<file path="config.mk">
export PLATFORM = sky130hd
export DESIGN_NAME = uart_mmio_tx
export DESIGN_NICKNAME = d
export VERILOG_FILES = /design/src/rtl/uart_mmio_tx.sv
export SDC_FILE = /design/constraint.sdc
export NUM_CORES = 1
export LEC_CHECK = 0
export CELL_PAD_IN_SITES_DETAIL_PLACEMENT = 0
export CELL_PAD_IN_SITES_GLOBAL_PLACEMENT = 1
export CORE_MARGIN = 2
export CORE_UTILIZATION = 46
export CTS_CLUSTER_DIAMETER = 40
export DETAILED_ROUTE_END_ITERATION = 12
export GPL_ROUTABILITY_DRIVEN = 0
export PLACE_DENSITY_LB_ADDON = 0.1
export SLEW_MARGIN = 20
export SYNTH_ARGS = -nofsm -noshare
export SYNTH_HDL_FRONTEND = slang
export SYNTH_SLANG_ARGS = --single-unit
</file>
<file path="constraint.sdc">
create_clock -name clk -period 5.38 [get_ports clk]
set_input_delay 1.345 -clock clk [delete_from_list [all_inputs] [get_ports clk]]
set_output_delay 1.345 -clock clk [all_outputs]
set_load 0.01 [all_outputs]
</file>
<file path="src/rtl/uart_mmio_tx.sv">
// uart_mmio_tx: memory-mapped UART transmitter with a TX FIFO.
//
// Register block at BASE_ADDR (16-byte window):
//   0x0 TXDATA   store pushes byte into FIFO, load returns 0
//   0x4 STATUS   {8'b0, count[7:0], 7'b0, overflow, 4'b0, parity_en, busy, empty, full}
//                store with bit8=1 clears overflow
//   0x8 BAUD_DIV 16-bit, bit period = BAUD_DIV+1 clk cycles
//   0xC reserved
//
// Ports:
//   clk, reset    clock and asynchronous active-high reset
//   m_addr        core byte address
//   m_wr_dat      core store data
//   rd_en, wr_en  single-cycle load/store strobes
//   m_rd_dat      load data (combinational)
//   tx            serial output, idle high
//
// Build option: define UART_TX_PARITY_EN to add an even-parity bit
// between the data bits and the stop bit.
//
// state  | meaning
// IDLE   | line high, waiting for a byte
// START  | start bit (tx=0)
// DATA   | 8 data bits, LSB first
// PARITY | even parity bit (UART_TX_PARITY_EN only)
// STOP   | stop bit (tx=1), then next byte or IDLE

module uart_mmio_tx #(
  parameter logic [31:0] BASE_ADDR   = 32'h90000000,
  parameter int          FIFO_DEPTH  = 8,
  parameter logic [15:0] DEFAULT_DIV = 16'd433
) (
  input  logic        clk,
  input  logic        reset,
  input  logic [31:0] m_addr,
  input  logic [31:0] m_wr_dat,
  input  logic        rd_en,
  input  logic        wr_en,
  output logic [31:0] m_rd_dat,
  output logic        tx
);

  localparam int AW = $clog2(FIFO_DEPTH);
  localparam int CW = AW + 1;

`ifdef UART_TX_PARITY_EN
  typedef enum logic [2:0] {S_IDLE, S_START, S_DATA, S_PARITY, S_STOP} state_t;
  localparam logic PARITY_EN = 1'b1;
`else
  typedef enum logic [1:0] {S_IDLE, S_START, S_DATA, S_STOP} state_t;
  localparam logic PARITY_EN = 1'b0;
`endif

  state_t        state;
  logic [7:0]    mem [FIFO_DEPTH];
  logic [AW-1:0] head;
  logic [AW-1:0] tail;
  logic [CW-1:0] count;
  logic          overflow;
  logic [15:0]   baud_div;
  logic [15:0]   baud_cnt;
  logic [7:0]    shift_reg;
  logic [2:0]    bit_idx;

  logic       sel;
  logic [3:0] off;
  logic       push;
  logic       clr_ovf;
  logic       wr_baud;
  logic       full;
  logic       empty;
  logic       bit_done;
  logic       bypass;
  logic       take_idle;
  logic       take_stop;
  logic       pop;
  logic       fifo_wr;

  assign sel      = (m_addr[31:4] == BASE_ADDR[31:4]);
  assign off      = m_addr[3:0];
  assign push     = wr_en & sel & (off == 4'h0);
  assign clr_ovf  = wr_en & sel & (off == 4'h4) & m_wr_dat[8];
  assign wr_baud  = wr_en & sel & (off == 4'h8);
  assign full     = (count == CW'(FIFO_DEPTH));
  assign empty    = (count == '0);
  assign bit_done = (baud_cnt == '0);

  // A push into an empty FIFO while idle goes straight to the shift register
  // so the start bit begins on the very next cycle.
  assign bypass    = (state == S_IDLE) & empty & push;
  assign take_idle = (state == S_IDLE) & (!empty | push);
  assign take_stop = (state == S_STOP) & bit_done & !empty;
  assign pop       = ((state == S_IDLE) & !empty) | take_stop;
  // A push to a full FIFO still fits when a pop frees a slot on the same edge.
  assign fifo_wr   = push & !bypass & (!full | pop);

  always_comb begin
    m_rd_dat = '0;
    if (rd_en && sel) begin
      case (off)
        4'h4: begin
          m_rd_dat[0]     = full;
          m_rd_dat[1]     = empty;
          m_rd_dat[2]     = (state != S_IDLE);
          m_rd_dat[3]     = PARITY_EN;
          m_rd_dat[8]     = overflow;
          m_rd_dat[23:16] = 8'(count);
        end
        4'h8:    m_rd_dat[15:0] = baud_div;
        default: m_rd_dat = '0;
      endcase
    end
  end

  always_ff @(posedge clk) begin
    if (fifo_wr) mem[tail] <= m_wr_dat[7:0];
  end

  always_ff @(posedge clk or posedge reset) begin
    if (reset) begin
      head     <= '0;
      tail     <= '0;
      count    <= '0;
      overflow <= 1'b0;
      baud_div <= DEFAULT_DIV;
    end else begin
      if (fifo_wr) tail <= tail + 1'b1;
      if (pop)     head <= head + 1'b1;
      case ({fifo_wr, pop})
        2'b10:   count <= count + 1'b1;
        2'b01:   count <= count - 1'b1;
        default: count <= count;
      endcase
      if (push && full && !pop) overflow <= 1'b1;
      else if (clr_ovf)         overflow <= 1'b0;
      if (wr_baud) baud_div <= m_wr_dat[15:0];
    end
  end

  // Data bits are indexed rather than shifted so the parity bit can be
  // computed from the whole byte at the end of the data phase.
  always_ff @(posedge clk or posedge reset) begin
    if (reset) begin
      state     <= S_IDLE;
      tx        <= 1'b1;
      shift_reg <= '0;
      bit_idx   <= '0;
      baud_cnt  <= '0;
    end else begin
      case (state)
        S_IDLE: begin
          tx <= 1'b1;
          if (take_idle) begin
            shift_reg <= empty ? m_wr_dat[7:0] : mem[head];
            state     <= S_START;
            tx        <= 1'b0;
            baud_cnt  <= baud_div;
          end
        end
        S_START: begin
          if (bit_done) begin
            state    <= S_DATA;
            tx       <= shift_reg[0];
            bit_idx  <= '0;
            baud_cnt <= baud_div;
          end else begin
            baud_cnt <= baud_cnt - 1'b1;
          end
        end
        S_DATA: begin
          if (bit_done) begin
            baud_cnt <= baud_div;
            if (bit_idx == 3'd7) begin
`ifdef UART_TX_PARITY_EN
              state <= S_PARITY;
              tx    <= ^shift_reg;
`else
              state <= S_STOP;
              tx    <= 1'b1;
`endif
            end else begin
              bit_idx <= bit_idx + 1'b1;
              tx      <= shift_reg[bit_idx + 3'd1];
            end
          end else begin
            baud_cnt <= baud_cnt - 1'b1;
          end
        end
`ifdef UART_TX_PARITY_EN
        S_PARITY: begin
          if (bit_done) begin
            state    <= S_STOP;
            tx       <= 1'b1;
            baud_cnt <= baud_div;
          end else begin
            baud_cnt <= baud_cnt - 1'b1;
          end
        end
`endif
        S_STOP: begin
          if (bit_done) begin
            if (take_stop) begin
              shift_reg <= mem[head];
              state     <= S_START;
              tx        <= 1'b0;
              baud_cnt  <= baud_div;
            end else begin
              state <= S_IDLE;
              tx    <= 1'b1;
            end
          end else begin
            baud_cnt <= baud_cnt - 1'b1;
          end
        end
        default: begin
          state <= S_IDLE;
          tx    <= 1'b1;
        end
      endcase
    end
  end

endmodule

</file>
==> results of run 1 <==
## final timing paths
| check | start | depth (start not counted) | to | slack, ns |
|---|---|---|---|---|
| max | m_addr[19] | 8 | m_rd_dat[4] | 0.41 |
| min in group asynchronous | reset | 2 | baud_cnt[5] | 1.45 |
| min | shift_reg[4] | 2 | shift_reg[4] | 0.49 |
| min reg2reg | shift_reg[4] | 2 | shift_reg[4] | 0.49 |
| max in group asynchronous | reset | 3 | baud_div[8] | 3.09 |
| max reg2reg | baud_cnt[10] | 11 | count[3] | 2.01 |
## cells by family after synthesis
kind of cell               after synthesis
xor gates and xnor gates                 8
adders and majority gates               13
DFF                                    121
AOI/OAI and AO/OA                       99
other                                    1
muxes                                   48
buffers and inverters                   49
and+or+nand+nor                        150
## stage by stage
step / area [um^2] / hold slack, ns / utilization
after detailed placement: 6870 / 0.474 / 0.542
after CTS: 7440 / 0.490 / 0.587
after global routing: 7450 / 0.511 / 0.588
final: 7450 / 0.488 / 0.588
after floorplan: 6030 / 0.445 / -
after global placement: 6870 / 0.462 / 0.542
## worst max-delay path, stage by stage
cell and delay [ns]:
clkdlybuf4s50_1 0.40, or4_1 0.51, nor2_1 0.18, nand4_1 0.16, nor2_1 0.12, buf_4 0.20
and2_1 0.18, clkdlybuf4s50_1 0.54
## cell usage after synthesis, types with 4 or more instances
cell type	instances	area, um^2
nand3_1	5	25.0
nor3_1	16	80.1
o21ai_0	31	155
buf_2	6	30.0
a21oi_1	30	150
nor2_1	40	150
edfxtp_1	64	1920
o21ai_1	4	20.0
dfstp_2	6	158
mux2i_1	10	100
mux4_2	18	405
or4_1	4	30.0
inv_1	14	52.6
a22oi_1	9	67.6
nor4_1	12	75.1
dfrtp_1	51	1280
mux2_2	18	203
ha_1	12	150
nand4_1	4	25.0
clkbuf_1	13	48.8
and2_1	18	113
xnor2_1	4	35.0
nand2_1	28	105
xor2_1	4	35.0
buf_4	12	90.1
nor4b_1	4	35.0
## where the power goes
part	switching (mW)	internal, mW
Combinational	0.0281	0.0345
Clock	0.399	0.690
Sequential	0.00000000988	0.978
## layer usage
| layer | vias to the layer above | global-route usage | share of wire |
|---|---|---|---|
| li1 | 1977 | - | - |
| met1 | 2061 | 0.285 | 0.45 |
| met2 | 160 | 0.311 | 0.46 |
| met3 | 16 | 0.0562 | 0.070 |
| met4 | 0 | 0.0798 | 0.015 |
| met5 | - | 0 | 0 |
## final cells by class
type / instances / area [um^2] / area share
Clock buffer: 20 / 447 / 0.0599
Clock inverter: 12 / 126 / 0.0170
Sequential cell: 121 / 3360 / 0.451
Inverter: 14 / 52.6 / 0.00705
Multi-Input combinational cell: 330 / 2430 / 0.327
Timing Repair Buffer: 85 / 818 / 0.110
Tap cell: 172 / 215 / 0.0289
==> flow_metrics.py, run 1 <==
metrics = {
    "synth": {
        "synth_edf_count": 64,
        "syn_inst": 489,
        "synth_area_um2": 5990,
        "synth_compound_area_frac": 0.103,
        "ys_async_sr_fraction": 0.471,
        "syn_avg_cell_area_um2": 12.2,
        "synthAdderAreaFrac": 0.0284,
        "yosysWarningCount": 0,
        "muxShareOfSynthArea": 0.122,
        "ys_types": 64,
        "synthFlopType": "edfxtp_1",
        "synthSimpleGateAreaFrac": 0.133,
        "synth_xor_area_frac": 0.0117,
        "ys_ff_latch": 121,
        "synth_top_family_by_area": "simple AND/OR/NAND/NOR gates",
        "ys_seq_area_frac": 0.560,
    },
    "power_and_ir_drop": {
        "ir_worst_vdd_mv": 0.206,
        "leakagePower_nw": 2.82,
        "power_density_nw_per_um2": 286,
        "p_total_mw": 2.13,
    },
    "die": {
        "num_io_pins": 101,
        "die_height_um": 118,
        "initial_core_util": 0.473,
        "die_width_um": 118,
        "num_rows": 41,
        "core_um2": 12700,
        "dieArea_um2": 13900,
    },
    "layout": {
        "top_regs": "mem: 64 flops, baud_cnt: 16 flops, baud_div: 16 flops",
        "final_common_cell": "clkdlybuf4s50_1",
        "layout_common_cells": "clkdlybuf4s50_1 (72), edfxtp_1 (64), dfrtp_1 (50)",
        "drive_gt1_frac": 0.163,
        "fillers": 1060,
        "final_cells": 754,
        "num-nets-final": 650,
        "top_register": "mem",
        "area_delta_synth_final_pct": 24.4,
        "antennaDiodeCount": 0,
        "largest_reg_flops": 64,
    },
    "routing": {
        "routedWlPerCell_um": 18.0,
        "drc": 0,
        "ant_nets": 0,
        "detail_route.iter0.violations": 275,
        "via_per_inst": 5.59,
        "via_count": 4214,
        "drtPass1Iterations": 4,
        "routed_wirelength_um": 13600,
    },
    "setup_path": {
        "cp-end-kind": "output port",
        "crit_path_max_fanout": 12,
        "crit_path_start_kind": "input port",
        "critical_path_class": "input port to output port",
        "worstPathRequired_ns": 4.03,
        "arrival_ns": 3.63,
    },
    "clock_network": {
        "clk_latency_ns": 0.42,
        "postCtsSetupRepairBufs": 0,
        "numCtsBuffers": 17,
        "clock-root-buffer": "clkbuf_16",
        "cts_tree": "yes",
        "cts_resized": 0,
        "clock_sink_count": 121,
        "h-tree-depth": 4,
        "holdBufCountCts": 0,
        "clk_pin_slew_ns": 0.05,
        "cts_buffer_depth": 2,
    },
    "place": {
        "dp_cells": 722,
        "dp_hpwl_um": 9420,
        "portBuffers": 72,
        "place_worst_setup_slack_ns": 0.408,
    },
    "timing": {
        "setup_viol_count_final": 0,
        "finalMaxSlewViolations": 0,
        "setup_tns_ns": 0,
        "setup_slack_ns": 0.407,
        "tightest_slew_ns": 0.967,
        "fin_crit_ns": 4.97,
        "final_hold_viol_count": 0,
        "slew_headroom": 0.353,
        "rsz0062_at_grt": "false",
        "post-route-period-util": 0.924,
        "fmax_mhz": 201,
        "skew_ns": 0.00759,
    },
    "grt": {
        "grt_pass1_vias": 4189,
        "grt_max_degree": 41,
        "grt_antenna_before_repair": 0,
        "grt_pass1_wl_um": 21800,
        "grt_overflow": 0,
        "track_usage": 0.206,
    },
    "run_status": {
        "status": "complete, no violations",
    },
    "hold_path": {
        "hold_class": "register to register",
    },
    "flow_run": {
        "maxCapViolations": 0,
    },
}
Power figures use the tool's default switching activity.
==> inputs of run 2 (changes only) <==
--- a/config.mk
+++ b/config.mk
@@ -13,6 +13,7 @@
 export DETAILED_ROUTE_END_ITERATION = 12
 export GPL_ROUTABILITY_DRIVEN = 0
 export PLACE_DENSITY_LB_ADDON = 0.1
+export SETUP_SLACK_MARGIN = 0.05
 export SLEW_MARGIN = 20
 export SYNTH_ARGS = -nofsm -noshare
 export SYNTH_HDL_FRONTEND = slang
==> results of run 2 <==
The final DEF is identical to that of run 1; final timing and power are the same.
==> inputs of run 3 (changes only) <==
==> config.mk (replaced) <==
export PLATFORM = sky130hd
export DESIGN_NAME = uart_mmio_tx
export DESIGN_NICKNAME = d
export VERILOG_FILES = /design/src/rtl/uart_mmio_tx.sv
export SDC_FILE = /design/constraint.sdc
export NUM_CORES = 1
export LEC_CHECK = 0
export CORE_MARGIN = 2
export CORE_UTILIZATION = 51
export CTS_CLUSTER_DIAMETER = 40
export DETAILED_ROUTE_END_ITERATION = 12
export GPL_ROUTABILITY_DRIVEN = 0
export PLACE_DENSITY = 0.77
export SETUP_SLACK_MARGIN = 0.05
export SLEW_MARGIN = 20
export SYNTH_ARGS = -nofsm -noshare
export SYNTH_HDL_FRONTEND = slang
export SYNTH_SLANG_ARGS = --single-unit
==> run 3 against run 2 <==
  * Worst setup slack improved by 0.071 ns
  * Utilization rose by 6.3 points
  * Cell count fell by 3.8%
  * Clock skew rose by 0.0045 ns
  * Via count rose by 0.81%
==> flow_metrics.py, run 3 (synthesis gave the netlist of run 1 again) <==
metrics = {
    "run_status": {
        "status": "complete, no violations",
    },
    "layout": {
        "multi_input_area_um2": 2430,
        "fillers": 830,
        "final_common_cell": "clkdlybuf4s50_1",
        "drive_gt1_frac": 0.167,
        "regArea_um2": 3360,
        "top_register": "mem",
        "layout_common_cells": "clkdlybuf4s50_1 (72), edfxtp_1 (64), dfrtp_1 (50)",
        "area_delta_synth_final_pct": 24.1,
        "largest_reg_flops": 64,
        "top_regs": "mem: 64 flops, baud_cnt: 16 flops, baud_div: 16 flops",
        "antennaDiodeCount": 0,
        "num-nets-final": 650,
    },
    "setup_path": {
        "rrSetupSlack_ns": 2.21,
        "r2r_start": "baud_cnt[10]",
        "worstPathRequired_ns": 4.03,
        "crit_path_max_fanout": 7,
        "arrival_ns": 3.56,
        "reg2reg_depth": 11,
        "slowest_stage": "clkdlybuf4s50_1",
        "reg2reg_to": "count[3]",
        "slowest_delay_ns": 0.54,
        "path_cells": "clkdlybuf4s50_1 > or4_1 > nor2_1 > nand4_1 > buf_4 > nor2_1 > and2_1 > clkdlybuf4s50_1",
        "crit_path_start_kind": "input port",
        "critical_path_class": "input port to output port",
        "cp-end-kind": "output port",
    },
    "routing": {
        "drc": 0,
        "routed_wirelength_um": 13200,
        "drtPass1Iterations": 5,
        "via_count": 4248,
        "routedWlPerCell_um": 18.2,
        "detail_route.iter0.violations": 309,
        "via_per_inst": 5.86,
        "ant_nets": 0,
    },
    "flow_run": {
        "maxCapViolations": 0,
    },
    "die": {
        "die_width_um": 112,
        "die_height_um": 112,
        "dieArea_um2": 12600,
        "core_um2": 11400,
        "num_io_pins": 101,
        "num_rows": 39,
        "initial_core_util": 0.524,
    },
    "clock_network": {
        "clock-root-buffer": "clkbuf_16",
        "cts_tree": "yes",
        "cts_resized": 0,
        "clk_pin_slew_ns": 0.06,
        "clk_latency_ns": 0.42,
        "h-tree-depth": 4,
        "cts_buffer_depth": 2,
        "clock_sink_count": 121,
        "numCtsBuffers": 17,
        "holdBufCountCts": 0,
        "postCtsSetupRepairBufs": 0,
    },
    "place": {
        "dp_hpwl_um": 9060,
        "portBuffers": 72,
    },
    "timing": {
        "post-route-period-util": 0.911,
        "slew_headroom": 0.327,
        "final_hold_viol_count": 0,
        "tightest_slew_ns": 1.01,
        "setup_viol_count_final": 0,
        "skew_ns": 0.0121,
        "setup_tns_ns": 0,
        "whs_ns": 0.503,
        "fmax_mhz": 204,
        "rsz0062_at_grt": "false",
        "fin_crit_ns": 4.90,
        "finalMaxSlewViolations": 0,
    },
    "grt": {
        "grt_overflow": 0,
        "grt_max_degree": 58,
        "grt_pass1_vias": 4365,
        "grt_antenna_before_repair": 0,
        "grt_pass1_wl_um": 21900,
        "track_usage": 0.222,
    },
    "power_and_ir_drop": {
        "leakagePower_nw": 2.83,
        "power_density_nw_per_um2": 292,
        "ir_worst_vdd_mv": 0.198,
    },
    "hold_path": {
        "min_to": "overflow",
        "hold_class": "register to register",
        "worstHoldPathCells": 2,
        "worstHoldStart": "overflow",
    },
}
-- run 3: worst max path at each step --
stage,from,to,slack (ns),cells after the start
floorplan,m_addr[19],m_rd_dat[10],1.20,6
global placement,m_addr[19],m_rd_dat[19],0.47,8
detailed placement,m_addr[20],m_rd_dat[15],0.47,8
CTS,m_addr[20],m_rd_dat[19],0.47,8
global route,m_addr[20],m_rd_dat[19],0.35,8
finish,m_addr[20],m_rd_dat[19],0.48,8
-- run 3: area by class of cell --
type / count / area share
inverters: 14 / 0.00707
repair buffers: 85 / 0.110
clock buffers: 18 / 0.0577
flip-flops and latches: 121 / 0.452
well taps: 143 / 0.0241
multi-input cells: 330 / 0.328
clock inverters: 14 / 0.0217
-- run 3: per-layer routing --
layer  vias to the layer above  global-route usage  share of wire
met4                         0              0.0813          0.020
met5                         -                   0              0
met3                        19              0.0497          0.049
li1                       1982                   -              -
met1                      2103               0.293           0.44
met2                       144               0.366           0.49
-- run 3: metrics by stage --
step,worst slack [ns],util,area (um^2),power [mW],cells
2_1_floorplan,1.20,-,6030,1.02,500
3_3_place_gp,0.468,0.599,6830,1.06,693
3_5_place_dp,0.474,0.599,6830,1.06,693
4_1_cts,0.467,0.650,7420,2.19,725
5_1_grt,0.352,0.651,7430,2.24,725
6_report,0.478,0.651,7430,2.17,725
-- run 3: worst max-delay path, delay by kind of cell --
kind / cells / cell delay, ns
buffers and inverters: 3 / 1.14
AND/OR/NAND/NOR: 5 / 1.07
-- run 3: power by group --
| group | internal, mW | switching (mW) | leakage (nW) | total [mW] |
|---|---|---|---|---|
| registers | 0.978 | 0.0000000105 | 1.32 | 0.978 |
| logic | 0.0345 | 0.0291 | 1.23 | 0.0636 |
| clock network | 0.694 | 0.437 | 0.285 | 1.13 |
| total | 1.71 | 0.466 | 2.83 | 2.17 |
